File: src/rtl/fishing_game_ctrl.sv
// Fishing game controller: angler rod/line, swimming fish, reel-in and win logic,
// plus the combinational pixel colour generator for the playfield.
module fishing_game_ctrl #(
   parameter int NUM_LEVELS = 4,
   parameter int FISH_Y0    = 470,
   parameter int LEVEL_DY   = 90,
   parameter int FISH_W0    = 60,
   parameter int FISH_H0    = 10,
   parameter int FISH_SPEED = 2,
   parameter int LINE_SPEED = 4,
   parameter int REEL_SPEED = 2,
   parameter int ROD_STEP   = 3,
   parameter int SURFACE_Y  = 155,
   parameter int CATCH_Y    = 105,
   parameter int ROD_MIN    = 312,
   parameter int H_MIN      = 144,
   parameter int H_MAX      = 798,
   localparam int unsigned LW = $clog2(NUM_LEVELS + 1)
) (
   input  logic          clk,
   input  logic          rst,
   input  logic          bright,
   input  logic          up,
   input  logic          down,
   input  logic          left,
   input  logic          right,
   input  logic [9:0]    hCount,
   input  logic [9:0]    vCount,
   output logic [11:0]   rgb,
   output logic [LW-1:0] level,
   output logic          won
);

   localparam logic [9:0] C_HMAX    = 10'(H_MAX);
   localparam logic [9:0] C_WRAP    = 10'(H_MIN + FISH_SPEED);
   localparam logic [9:0] C_RODMIN  = 10'(ROD_MIN);
   localparam logic [9:0] C_RODLOW  = 10'(ROD_MIN + ROD_STEP);
   localparam logic [9:0] C_SURF    = 10'(SURFACE_Y);
   localparam logic [9:0] C_CATCH   = 10'(CATCH_Y);
   localparam logic [9:0] C_FY0     = 10'(FISH_Y0);
   localparam logic [9:0] C_ROD_RST = 10'd450;

   typedef enum logic [1:0] {S_SWIM, S_REEL, S_WIN} state_t;

   state_t        r_state, w_state_nxt;
   logic [9:0]    r_rpos, r_ypos, r_fpos, r_fypos;
   logic [9:0]    w_rpos_nxt, w_ypos_nxt, w_fpos_nxt, w_fypos_nxt;
   logic [LW-1:0] r_level, w_level_nxt, w_level_inc;
   logic          r_won, w_won_nxt;

   logic [9:0]  w_fish_y, w_fish_y_up, w_half_h, w_fish_w, w_ydiff, w_fy_dec;
   logic [10:0] w_ypos_inc, w_rod_inc, w_catch_hi;
   logic        w_aligned;

   function automatic logic [9:0] fish_y_of(input int lvl);
      return 10'(FISH_Y0 - LEVEL_DY * lvl);
   endfunction

   // Per-level fish geometry: shrinks with each level, floored at a visible minimum
   assign w_fish_y    = fish_y_of(int'(r_level));
   assign w_fish_y_up = fish_y_of(int'(r_level) + 1);
   assign w_half_h    = ((FISH_H0 >> r_level) < 1) ? 10'd1 : 10'(FISH_H0 >> r_level);
   assign w_fish_w    = ((FISH_W0 >> r_level) < 4) ? 10'd4 : 10'(FISH_W0 >> r_level);

   assign w_ypos_inc  = 11'(r_ypos) + 11'(LINE_SPEED);
   assign w_rod_inc   = 11'(r_rpos) + 11'(ROD_STEP);
   assign w_catch_hi  = 11'(r_fpos) + 11'(w_fish_w >> 2);
   assign w_ydiff     = (r_ypos >= r_fypos) ? (r_ypos - r_fypos) : (r_fypos - r_ypos);
   assign w_aligned   = (r_fpos <= r_rpos) && (11'(r_rpos) <= w_catch_hi) && (w_ydiff <= w_half_h);
   assign w_fy_dec    = r_fypos - 10'(REEL_SPEED);
   assign w_level_inc = r_level + LW'(1);

   always_ff @(posedge clk) begin
      if (rst) begin
         r_state <= S_SWIM;
         r_rpos  <= C_ROD_RST;
         r_ypos  <= C_SURF;
         r_fpos  <= C_HMAX;
         r_fypos <= C_FY0;
         r_level <= '0;
         r_won   <= 1'b0;
      end else begin
         r_state <= w_state_nxt;
         r_rpos  <= w_rpos_nxt;
         r_ypos  <= w_ypos_nxt;
         r_fpos  <= w_fpos_nxt;
         r_fypos <= w_fypos_nxt;
         r_level <= w_level_nxt;
         r_won   <= w_won_nxt;
      end
   end

   always_comb begin
      w_state_nxt = r_state;
      w_rpos_nxt  = r_rpos;
      w_ypos_nxt  = r_ypos;
      w_fpos_nxt  = r_fpos;
      w_fypos_nxt = r_fypos;
      w_level_nxt = r_level;
      case (r_state)
         S_SWIM: begin
            // A hook is decided on pre-move positions; nothing moves on that cycle
            if (up && w_aligned) begin
               w_state_nxt = S_REEL;
            end else begin
               w_fpos_nxt  = (r_fpos <= C_WRAP) ? C_HMAX : r_fpos - 10'(FISH_SPEED);
               w_fypos_nxt = w_fish_y;
               w_ypos_nxt  = (w_ypos_inc >= 11'(w_fish_y)) ? w_fish_y : w_ypos_inc[9:0];
               if (right)
                  w_rpos_nxt = (w_rod_inc >= 11'(H_MAX)) ? C_HMAX : w_rod_inc[9:0];
               else if (left)
                  w_rpos_nxt = (r_rpos <= C_RODLOW) ? C_RODMIN : r_rpos - 10'(ROD_STEP);
            end
         end
         S_REEL: begin
            w_fpos_nxt = r_rpos;
            if (down) begin
               w_state_nxt = S_SWIM;
               w_fpos_nxt  = C_HMAX;
               w_fypos_nxt = w_fish_y;
            end else if (up) begin
               w_fypos_nxt = w_fy_dec;
               w_ypos_nxt  = r_ypos - 10'(REEL_SPEED);
               if (w_fy_dec <= C_CATCH) begin
                  w_level_nxt = w_level_inc;
                  if (int'(w_level_inc) == NUM_LEVELS) begin
                     w_state_nxt = S_WIN;
                  end else begin
                     w_state_nxt = S_SWIM;
                     w_fpos_nxt  = C_HMAX;
                     w_fypos_nxt = w_fish_y_up;
                     w_ypos_nxt  = w_fish_y_up;
                  end
               end
            end
         end
         S_WIN: begin
            if (left || right) begin
               w_state_nxt = S_SWIM;
               w_level_nxt = '0;
               w_ypos_nxt  = C_SURF;
               w_fpos_nxt  = C_HMAX;
               w_fypos_nxt = C_FY0;
            end
         end
         default: w_state_nxt = S_SWIM;
      endcase
      w_won_nxt = (w_state_nxt == S_WIN);
   end

   assign level = r_level;
   assign won   = r_won;

   // Sprite boxes are inclusive horizontal offsets to the left of the rod x position
   function automatic logic rel(input logic [10:0] h, input logic [10:0] r, input int lo, input int hi);
      return ((h + 11'(hi)) <= r) && (r <= (h + 11'(lo)));
   endfunction

   function automatic logic vin(input logic [9:0] v, input int lo, input int hi);
      return (v >= 10'(lo)) && (v <= 10'(hi));
   endfunction

   logic [10:0] w_h, w_r;
   logic        w_buoy, w_angler, w_fish, w_green, w_sun;

   assign w_h = 11'(hCount);
   assign w_r = 11'(r_rpos);

   assign w_buoy   = (rel(w_h, w_r, 150, 70)  && vin(vCount, 145, 155)) ||
                     (rel(w_h, w_r, 170, 150) && vin(vCount, 135, 155)) ||
                     (rel(w_h, w_r, 70, 50)   && vin(vCount, 135, 155));
   assign w_angler = (rel(w_h, w_r, 120, 100) && vin(vCount, 75, 85))   ||
                     (rel(w_h, w_r, 140, 80)  && vin(vCount, 85, 115))  ||
                     (rel(w_h, w_r, 160, 140) && vin(vCount, 85, 125))  ||
                     (rel(w_h, w_r, 80, 60)   && vin(vCount, 85, 125))  ||
                     (rel(w_h, w_r, 140, 120) && vin(vCount, 115, 155)) ||
                     (rel(w_h, w_r, 100, 80)  && vin(vCount, 115, 155));
   assign w_fish   = (r_state != S_WIN) &&
                     (w_h >= 11'(r_fpos)) && (w_h <= 11'(r_fpos) + 11'(w_fish_w)) &&
                     ((11'(vCount) + 11'(w_half_h)) >= 11'(r_fypos)) &&
                     (11'(vCount) <= (11'(r_fypos) + 11'(w_half_h)));
   assign w_green  = (rel(w_h, w_r, 60, 50) && vin(vCount, 75, 125)) ||
                     (rel(w_h, w_r, 50, 5)  && vin(vCount, 75, 80))  ||
                     (rel(w_h, w_r, 5, 0)   && (vCount >= 10'd75) && (vCount <= r_ypos));
   assign w_sun    = (r_state == S_WIN) && (hCount >= 10'd720) && (hCount <= 10'd760) &&
                     vin(vCount, 55, 95);

   always_comb begin
      rgb = 12'hFFF;
      if (!bright)               rgb = 12'h000;
      else if (w_buoy)           rgb = 12'h621;
      else if (w_angler)         rgb = 12'hF00;
      else if (w_fish)           rgb = 12'hE94;
      else if (w_green)          rgb = 12'h0F0;
      else if (w_sun)            rgb = 12'hFF0;
      else if (vCount >= C_SURF) rgb = 12'h00F;
   end

endmodule

File: config.mk
export PLATFORM = sky130hd
export DESIGN_NAME = fishing_game_ctrl
export DESIGN_NICKNAME = d
export VERILOG_FILES = /design/src/rtl/fishing_game_ctrl.sv
export SDC_FILE = /design/constraint.sdc
export NUM_CORES = 1
export LEC_CHECK = 0
export ABC_AREA = 1
export BUFFER_PORTS_ARGS = -buffer_cell sky130_fd_sc_hd__buf_2
export CORE_ASPECT_RATIO = 1.5
export CORE_UTILIZATION = 30
export DETAILED_ROUTE_END_ITERATION = 8
export MAX_ROUTING_LAYER = met4
export PLACE_DENSITY = 0.4
export SLEW_MARGIN = 20
export SYNTH_ARGS = -nofsm -noshare
export SYNTH_HDL_FRONTEND = slang
export SYNTH_SLANG_ARGS = --single-unit
File: constraint.sdc
create_clock -name clk -period 6.83 [get_ports clk]
set_input_delay 0.683 -clock clk [delete_from_list [all_inputs] [get_ports clk]]
set_output_delay 0.683 -clock clk [all_outputs]
set_load 0.03 [all_outputs]
==> results of run 1 <==
[per-layer routing]
| metal | part of all wire | wire length, um | global-route usage | vias to the layer above |
|---|---|---|---|---|
| met5 | 0 | 0 | - | - |
| met4 | 0.058 | 3170 | 0.125 | 0 |
| met3 | 0.017 | 935 | 0.0103 | 116 |
| met2 | 0.54 | 29500 | 0.487 | 269 |
| met1 | 0.38 | 20600 | 0.254 | 6370 |
| li1 | - | - | - | 6938 |
[layout make-up]
type                            count  area, um2  share of cell area
Inverter                          256        963              0.0689
Timing Repair Buffer               56        315              0.0225
Clock inverter                      3       21.3             0.00152
Tap cell                          570        713              0.0510
Clock buffer                        5        125             0.00895
Multi-Input combinational cell   1727      10900               0.783
Sequential cell                    45        901              0.0644
[Yosys cell counts, types with 4 or more instances]
cell type  instances
nor3b_1            4
a211oi_1           9
o21ai_0          114
nand3_2            6
o21ai_1            6
nand2_1          485
inv_2              5
nand3b_1           8
a21o_1             5
xor2_1           123
o21a_1             5
nor2_1           196
xnor2_1           16
nand4_1           50
nor2_2             6
o211ai_1          19
nor3_1            26
a21boi_0           4
nand2_4            5
buf_4              4
dfxtp_1           45
a21oi_1          148
ha_1             279
clkbuf_1          19
inv_1            244
o21bai_1           8
clkinv_1           6
fa_1               7
nand2_2            7
nand3_1          144
nor4_1             9
buf_2             11
a31oi_1            6
[worst min-delay path, cell delays in order, from the launching register on]
cell and delay, ns:
dfxtp_1 0.39, nand2_1 0.10, nand3_1 0.07
[stage by stage]
stage | cell area (um2) | std cells | setup slack, ns | utilization
2_1_floorplan | 13000 | 2069 | 1.67 | -
3_3_place_gp | 13800 | 2654 | 1.39 | 0.322
3_5_place_dp | 13800 | 2654 | 1.36 | 0.322
4_1_cts | 14000 | 2662 | 1.02 | 0.326
5_1_grt | 14000 | 2662 | 0.532 | 0.326
6_report | 14000 | 2662 | 1.10 | 0.326
[cell families (layout without fill, tap and decap cells)]
family,Yosys count,after routing,share of synthesized area
simple gates,957,957,0.319
compound gates,340,340,0.145
buf+inv,297,320,0.0906
fa+ha+maj,286,286,0.279
xor+xnor,140,140,0.0947
flops,45,45,0.0692
other cells,2,2,0.000576
mux,2,2,0.00154
[registers in the layout, indices dropped and copies added (netlist names)]
name,count
level,3
r_fpos,10
r_fypos,9
r_rpos,10
r_state,2
r_ypos,10
won,1
[power groups by stage]
stage	Combinational (mW)	Sequential [mW]	Clock, mW
floorplan	1.11	0.337	0
global placement	1.59	0.350	0
detailed placement	1.59	0.350	0
CTS	1.60	0.343	0.266
global route	1.79	0.347	0.274
finish	1.59	0.343	0.261
[final timing paths]
| kind | from | endpoint | slack [ns] | cells past startpoint |
|---|---|---|---|---|
| min reg2reg | r_ypos[4]$_SDFFE_PP1P_ | r_ypos[4]$_SDFFE_PP1P_ | 0.61 | 2 |
| max | level[2]$_SDFFE_PP0P_ | rgb[9] | 1.10 | 27 |
| min | r_ypos[4]$_SDFFE_PP1P_ | r_ypos[4]$_SDFFE_PP1P_ | 0.61 | 2 |
| max reg2reg | level[2]$_SDFFE_PP0P_ | r_rpos[5]$_SDFFE_PP0P_ | 1.59 | 26 |
==> out/metrics.yaml, run 1 <==
status: "finished, final reports clean"
synth_top_area_frac: 0.268
syn-cell-area_um2: 13000
slowest_delay_ns: 0.50
cts_resized: 0
clockBufferDepth: 2
ant_nets: 0
critPathBufInv: 3
drt_pre_antenna_iters: 5
cts_setup_buffers: 0
hold_class: "flip-flop to flip-flop"
clock-sinks: 45
insertion_delay_ns: 0.30
grt_start_max_net_pins: 35
switching_power_mw: 1.24
root_buffer: "clkbuf_16"
ir_drop_uv: 120
nets: 2404
synth-edff-count: 0
routabilityCongestion: 0.957
drt-total-wl_um: 54200
fmax_mhz: 174
arrival_ns: 5.05
cts_hold_buf: 0
clkPwrFrac: 0.119
placementRows: 93
port_buffers: 42
tightest_slew_ns: 0.783
yosys_most_used_dff: "dfxtp_1"
worst-path-max-fanout: 10
dp_hpwl_um: 45100
grt_pass1_wl_um: 81400
cts_tree: "built"
yosysWarnings: 0
grt_pass1_vias: 13800
drv_slew: 0
fin_worst_skew_ns: 0.0102
power_density_nw_per_um2: 157
path_delay_family: "simple AND/OR/NAND/NOR gates"
sequentialPowerShare: 0.156
fillers: 4845
cap_violations: 0
hold_slack_ns: 0.605
drive_above_1_share: 0.0511
ios: 43
tns_ns: 0
htreeDepth: 2
diodes: 0
drc: 0
p_leak_nw: 7.34
yosysTopAreaCell: "ha_1"
grt_use_total: 0.253
finalCriticalPeriod_ns: 5.73
relSlewSlack: 0.473
ys_types: 58
numCtsBuffers: 5
end_kind: "output port"
swShare: 0.565
synth_cells: 2069
async_reset_ff_frac: 0
cts.clk_slew.worst_paths_ns: 0.07
internal_power_mw: 0.957
overflow: 0
synth_area_leaders: "ha_1, nand2_1, xor2_1"
syn_to_final_growth_pct: 7.36
path_class: "flip-flop to output port"
final_cell_mix: "nand2_1, ha_1, inv_1"
ys_seq_area_frac: 0.0692
die_area_um2: 44300
core_um2: 42900
drt-wirelength-per-cell_um: 20.4
drtIter0Drc: 682
worst_setup_path_start_kind: "flip-flop"
initial_core_util: 0.303
hold_violations: 0
avgSynthCellArea_um2: 6.30
cpMaxStageDelayCell: "dfxtp_1"
finalCritPeriodShare: 0.839
final_common_cell: "nand2_1"
grt_setup_unrepaired: "no"
vias: 13700
p_comb_frac: 0.725
synth-seq-cells: 45
syn_nets: 2382
total_power_mw: 2.20
dieWidth_um: 172
viasPerCell: 5.14
die_h_um: 257
setup_viol: 0
antenna_found_initial: 0
required_ns: 6.15
(Power assumes the default switching activity.)
==> run 2: changes to the inputs <==
Clock period 6.83 ns to 5.3 ns, I/O delays scaled along.
==> run 2 against run 1 <==
  * Global-route usage grew 0.83 points
  * Largest cell class unchanged
  * Sequential cell count unchanged
  * Non-clock buffer count rose by 33
  * Via count increased by 0.93%
  * Setup slack lost 0.78 ns
  * Largest power group unchanged
==> out/metrics.yaml, run 2 (synthesized netlist as in run 1, its figures left out) <==
status: "finished, final reports clean"
drt_pre_antenna_iters: 5
antenna_found_initial: 0
hold_class: "primary input to flip-flop"
cts_hold_buf: 0
drt-total-wl_um: 55700
internal_power_mw: 1.27
layout_setup_ws_ns: 0.320
drt-wirelength-per-cell_um: 20.7
grt_setup_unrepaired: "no"
diodes: 0
ant_nets: 0
clock-sinks: 45
drv_slew: 0
power_density_nw_per_um2: 204
dpl_cell_area_um2: 14100
layout.area.seq_um2: 902
overflow: 0
tightest_slew_ns: 0.770
grt_use_total: 0.261
grt_start_max_net_pins: 32
initial_core_util: 0.303
setup_viol: 0
final_common_cell: "nand2_1"
worst_setup_path_start_kind: "flip-flop"
clkPwrFrac: 0.114
cpMaxStageDelayCell: "dfxtp_1"
vias: 13800
core_um2: 42900
end_kind: "output port"
final_cell_mix: "nand2_1, ha_1, inv_1"
tns_ns: 0
finalCriticalPeriod_ns: 4.98
die_h_um: 257
p_comb_frac: 0.733
dp_slack_ns: 0.277
ios: 43
nets: 2437
die_area_um2: 44300
drc: 0
path_class: "flip-flop to output port"
numCtsBuffers: 5
grt_pass1_wl_um: 83400
viasPerCell: 5.13
hold_depth: 2
dieWidth_um: 172
swShare: 0.567
fin_util: 0.333
drtIter0Drc: 684
cap_violations: 0
drive_above_1_share: 0.0720
insertion_delay_ns: 0.30
ir_drop_uv: 158
relSlewSlack: 0.483
p_leak_nw: 7.52
grt_pass1_vias: 13900
finalCritPeriodShare: 0.940
stdcell_area_um2: 14300
routabilityCongestion: 0.978
slowest_delay_ns: 0.36
reg2reg_depth: 22
top_regs: "r_fpos (10), r_rpos (10), r_ypos (10)"
fin_worst_skew_ns: 0.0108
switching_power_mw: 1.66
hold_violations: 0
syn_to_final_growth_pct: 9.91
dp_hpwl_um: 47000
required_ns: 4.77
placementRows: 93
htreeDepth: 2
cts_tree: "built"
port_buffers: 42
fillers: 4788
worst-path-max-fanout: 10
clockBufferDepth: 2
root_buffer: "clkbuf_16"
arrival_ns: 4.45
fmax_mhz: 201
multiInputGateArea_um2: 11000
critPathMostFrequentCell: "nand2_1"
sequentialPowerShare: 0.153
cts.clk_slew.worst_paths_ns: 0.07
## run 2: path summary, 6_finish.rpt
check	end	slack [ns]	start
worst max register to register	r_ypos[5]$_SDFFE_PP0P_	0.61	level[0]$_SDFFE_PP0P_
worst max-delay path	rgb[9]	0.32	level[0]$_SDFFE_PP0P_
worst min register to register	r_fypos[7]$_SDFFE_PP1P_	0.61	r_fypos[7]$_SDFFE_PP1P_
worst min-delay path	r_state[0]$_SDFF_PP0_	0.60	rst
## run 2: cell type report
cell class | count | area share
timing repair buffer | 89 | 0.0405
multi-input combinational | 1727 | 0.768
tap | 570 | 0.0498
sequential | 45 | 0.0630
clock buffer | 5 | 0.00874
clock inverter | 3 | 0.00175
inverter | 256 | 0.0678
## run 2: what timing repair did
item                       4_1_cts  5_1_grt
pin swaps                        0        2
setup buffers                    0        4
resized for setup                2       17
setup endpoints to repair        8       12
## run 2: power by group through the flow
stage	registers, mW	logic [mW]	clock network [mW]
after floorplan	0.435	1.43	0
after CTS	0.448	2.15	0.342
after detailed placement	0.457	2.14	0
final	0.447	2.15	0.334
after global routing	0.453	2.39	0.354
after global placement	0.457	2.14	0
## run 2: critical path: cells and delay by family, from the launching register on
family	cells	cell delay (ns)
simple gates	14	1.50
compound gates	7	0.95
fa+ha+maj	3	0.73
buf+inv	4	0.57
flops	1	0.36
## run 2: metal layers
layer  vias to the layer above  GRT usage  wire, um
li1                       6994          -         -
met1                      6396      0.258     20800
met2                       288      0.498     30100
met3                       143     0.0166      1270
met4                         0      0.141      3600
met5                         -          -         0
## run 2: metrics by stage
stage          std cells  power (mW)  hold slack, ns
2_1_floorplan       2069        1.87           0.490
3_3_place_gp        2683        2.59           0.593
3_5_place_dp        2683        2.59           0.602
4_1_cts             2691        2.94           0.587
5_1_grt             2695        3.20           0.604
6_report            2695        2.93           0.599
==> run 3: changes to the inputs <==
Settings changed: BUFFER_PORTS_ARGS -buffer_cell sky130_fd_sc_hd__buf_2 to -buffer_cell sky130_fd_sc_hd__buf_4.
==> run 3 against run 2 <==
  * Register-to-register slack better by 0.11 ns
  * Sequential share of layout area hardly changed
  * Power shrank 0.35%
==> out/metrics.yaml, run 3 (synthesized netlist as in run 1, its figures left out) <==
ff2ff_setup_slack_ns: 0.72
ant_nets: 0
relSlewSlack: 0.488
nets: 2425
stdcell_area_um2: 14300
multiInputGateArea_um2: 11000
end_kind: "output port"
die_area_um2: 44300
power_density_nw_per_um2: 204
r2r_end: "r_ypos[4]$_SDFFE_PP1P_"
dpl_cell_area_um2: 14100
required_ns: 4.77
dieWidth_um: 172
cts_tree: "built"
cts.clk_slew.worst_paths_ns: 0.08
grt_pass1_vias: 14000
drt-total-wl_um: 54300
fin_util: 0.333
top_regs: "r_fpos (10), r_rpos (10), r_ypos (10)"
drtIter0Drc: 745
status: "finished, final reports clean"
die_h_um: 257
layout.area.seq_um2: 902
tightest_slew_ns: 0.760
ir_drop_uv: 114
core_um2: 42900
clockBufferDepth: 2
drt-wirelength-per-cell_um: 20.2
overflow: 0
htreeDepth: 2
cts_setup_buffers: 0
vias: 13800
finalCritPeriodShare: 0.916
final_common_cell: "nand2_1"
grt_use_total: 0.255
finalCriticalPeriod_ns: 4.85
syn_to_final_growth_pct: 9.72
hold_depth: 2
drc: 0
cts_hold_buf: 0
drive_above_1_share: 0.0653
clock-sinks: 45
antenna_found_initial: 0
p_leak_nw: 7.47
path_class: "flip-flop to output port"
insertion_delay_ns: 0.31
dp_hpwl_um: 45300
drv_slew: 0
worst-path-max-fanout: 6
initial_core_util: 0.303
final_cell_mix: "nand2_1, ha_1, inv_1"
hold_start: "rst"
fmax_mhz: 206
grt_pass1_wl_um: 82200
placementRows: 93
rr_startpoint: "level[0]$_SDFFE_PP0P_"
fin_worst_skew_ns: 0.0153
viasPerCell: 5.15
setup_viol: 0
reg2reg_depth: 23
worst_setup_path_start_kind: "flip-flop"
cap_violations: 0
root_buffer: "clkbuf_16"
hold_violations: 0
diodes: 0
routabilityCongestion: 0.940
grt_start_max_net_pins: 35
holdPathEnd: "r_state[0]$_SDFF_PP0_"
hold_class: "primary input to flip-flop"
fillers: 4826
ios: 43
arrival_ns: 4.32
numCtsBuffers: 5
drt_pre_antenna_iters: 5
port_buffers: 42
[run 3: cell count changes in the layout (fill, tap and decap cells not counted), sizes merged]
cell / before / now
buf: 89 / 77
clkinvlp: 3 / 1
clkinv: 6 / 7
inv: 250 / 251
[run 3: how the worst max path moves through the flow]
stage                                from     end  slack, ns  cells past startpoint
finish              level[0]$_SDFFE_PP0P_  rgb[3]       0.45                     24
global route        level[0]$_SDFFE_PP0P_  rgb[5]      -0.01                     28
CTS                 level[1]$_SDFFE_PP0P_  rgb[9]       0.06                     28
detailed placement  level[2]$_SDFFE_PP0P_  rgb[9]       0.29                     27
global placement    level[2]$_SDFFE_PP0P_  rgb[9]       0.33                     27
floorplan           level[2]$_SDFFE_PP0P_  rgb[3]       0.30                     26
[run 3: report_power, final]
| group | internal (mW) | switching (mW) | leakage (nW) | total, mW |
|---|---|---|---|---|
| registers | 0.375 | 0.0601 | 0.368 | 0.435 |
| clock network | 0.178 | 0.161 | 0.0704 | 0.339 |
| logic | 0.725 | 1.42 | 7.03 | 2.14 |
| total | 1.28 | 1.64 | 7.47 | 2.92 |
[run 3: area by class of cell]
type                    count  share of cell area
flip-flops and latches     45              0.0631
repair buffers             77              0.0404
clock buffers               5             0.00875
well taps                 570              0.0499
inverters                 256              0.0675
multi-input cells        1727               0.769
clock inverters             3             0.00175
[run 3: worst max-delay path: stages (launching register included)]
cell	delay, ns
dfxtp_1	0.33
inv_1	0.24
ha_4	0.26
inv_1	0.12
ha_1	0.23
fa_1	0.44
nand2_1	0.09
nand2_1	0.05
a21oi_1	0.23
nor2_1	0.08
xor2_1	0.16
ha_1	0.32
a21o_1	0.19
nor2_1	0.09
o21ai_0	0.09
nand2_1	0.06
nand2_1	0.04
a21oi_1	0.11
o21ai_0	0.09
nand3b_1	0.17
nor2_4	0.06
nor2_2	0.17
nand2_1	0.09
nor2_1	0.13
buf_4	0.18
[run 3: metal layers]
layer	share of wire	track usage	wire, um
met1	0.37	0.251	20300
met2	0.54	0.486	29500
met3	0.019	0.0134	1050
met4	0.064	0.147	3490
met5	0	-	0
[run 3: timing repair]
item | in CTS | in global routing
endpoints found under the hold margin | 0 | 0
gates resized for setup | 2 | 10
endpoints found under the setup margin | 8 | 12
pin swaps | 0 | 1
[run 3: per-stage QoR]
| step | power, mW | cells | setup WS, ns | setup TNS, ns | hold slack (ns) |
|---|---|---|---|---|---|
| 2_1_floorplan | 1.87 | 2069 | 0.297 | 0 | 0.490 |
| 3_3_place_gp | 2.58 | 2675 | 0.332 | 0 | 0.606 |
| 3_5_place_dp | 2.58 | 2675 | 0.288 | 0 | 0.609 |
| 4_1_cts | 2.94 | 2683 | 0.0624 | 0 | 0.508 |
| 5_1_grt | 3.21 | 2683 | -0.0122 | -0.0122 | 0.516 |
| 6_report | 2.92 | 2683 | 0.446 | 0 | 0.509 |
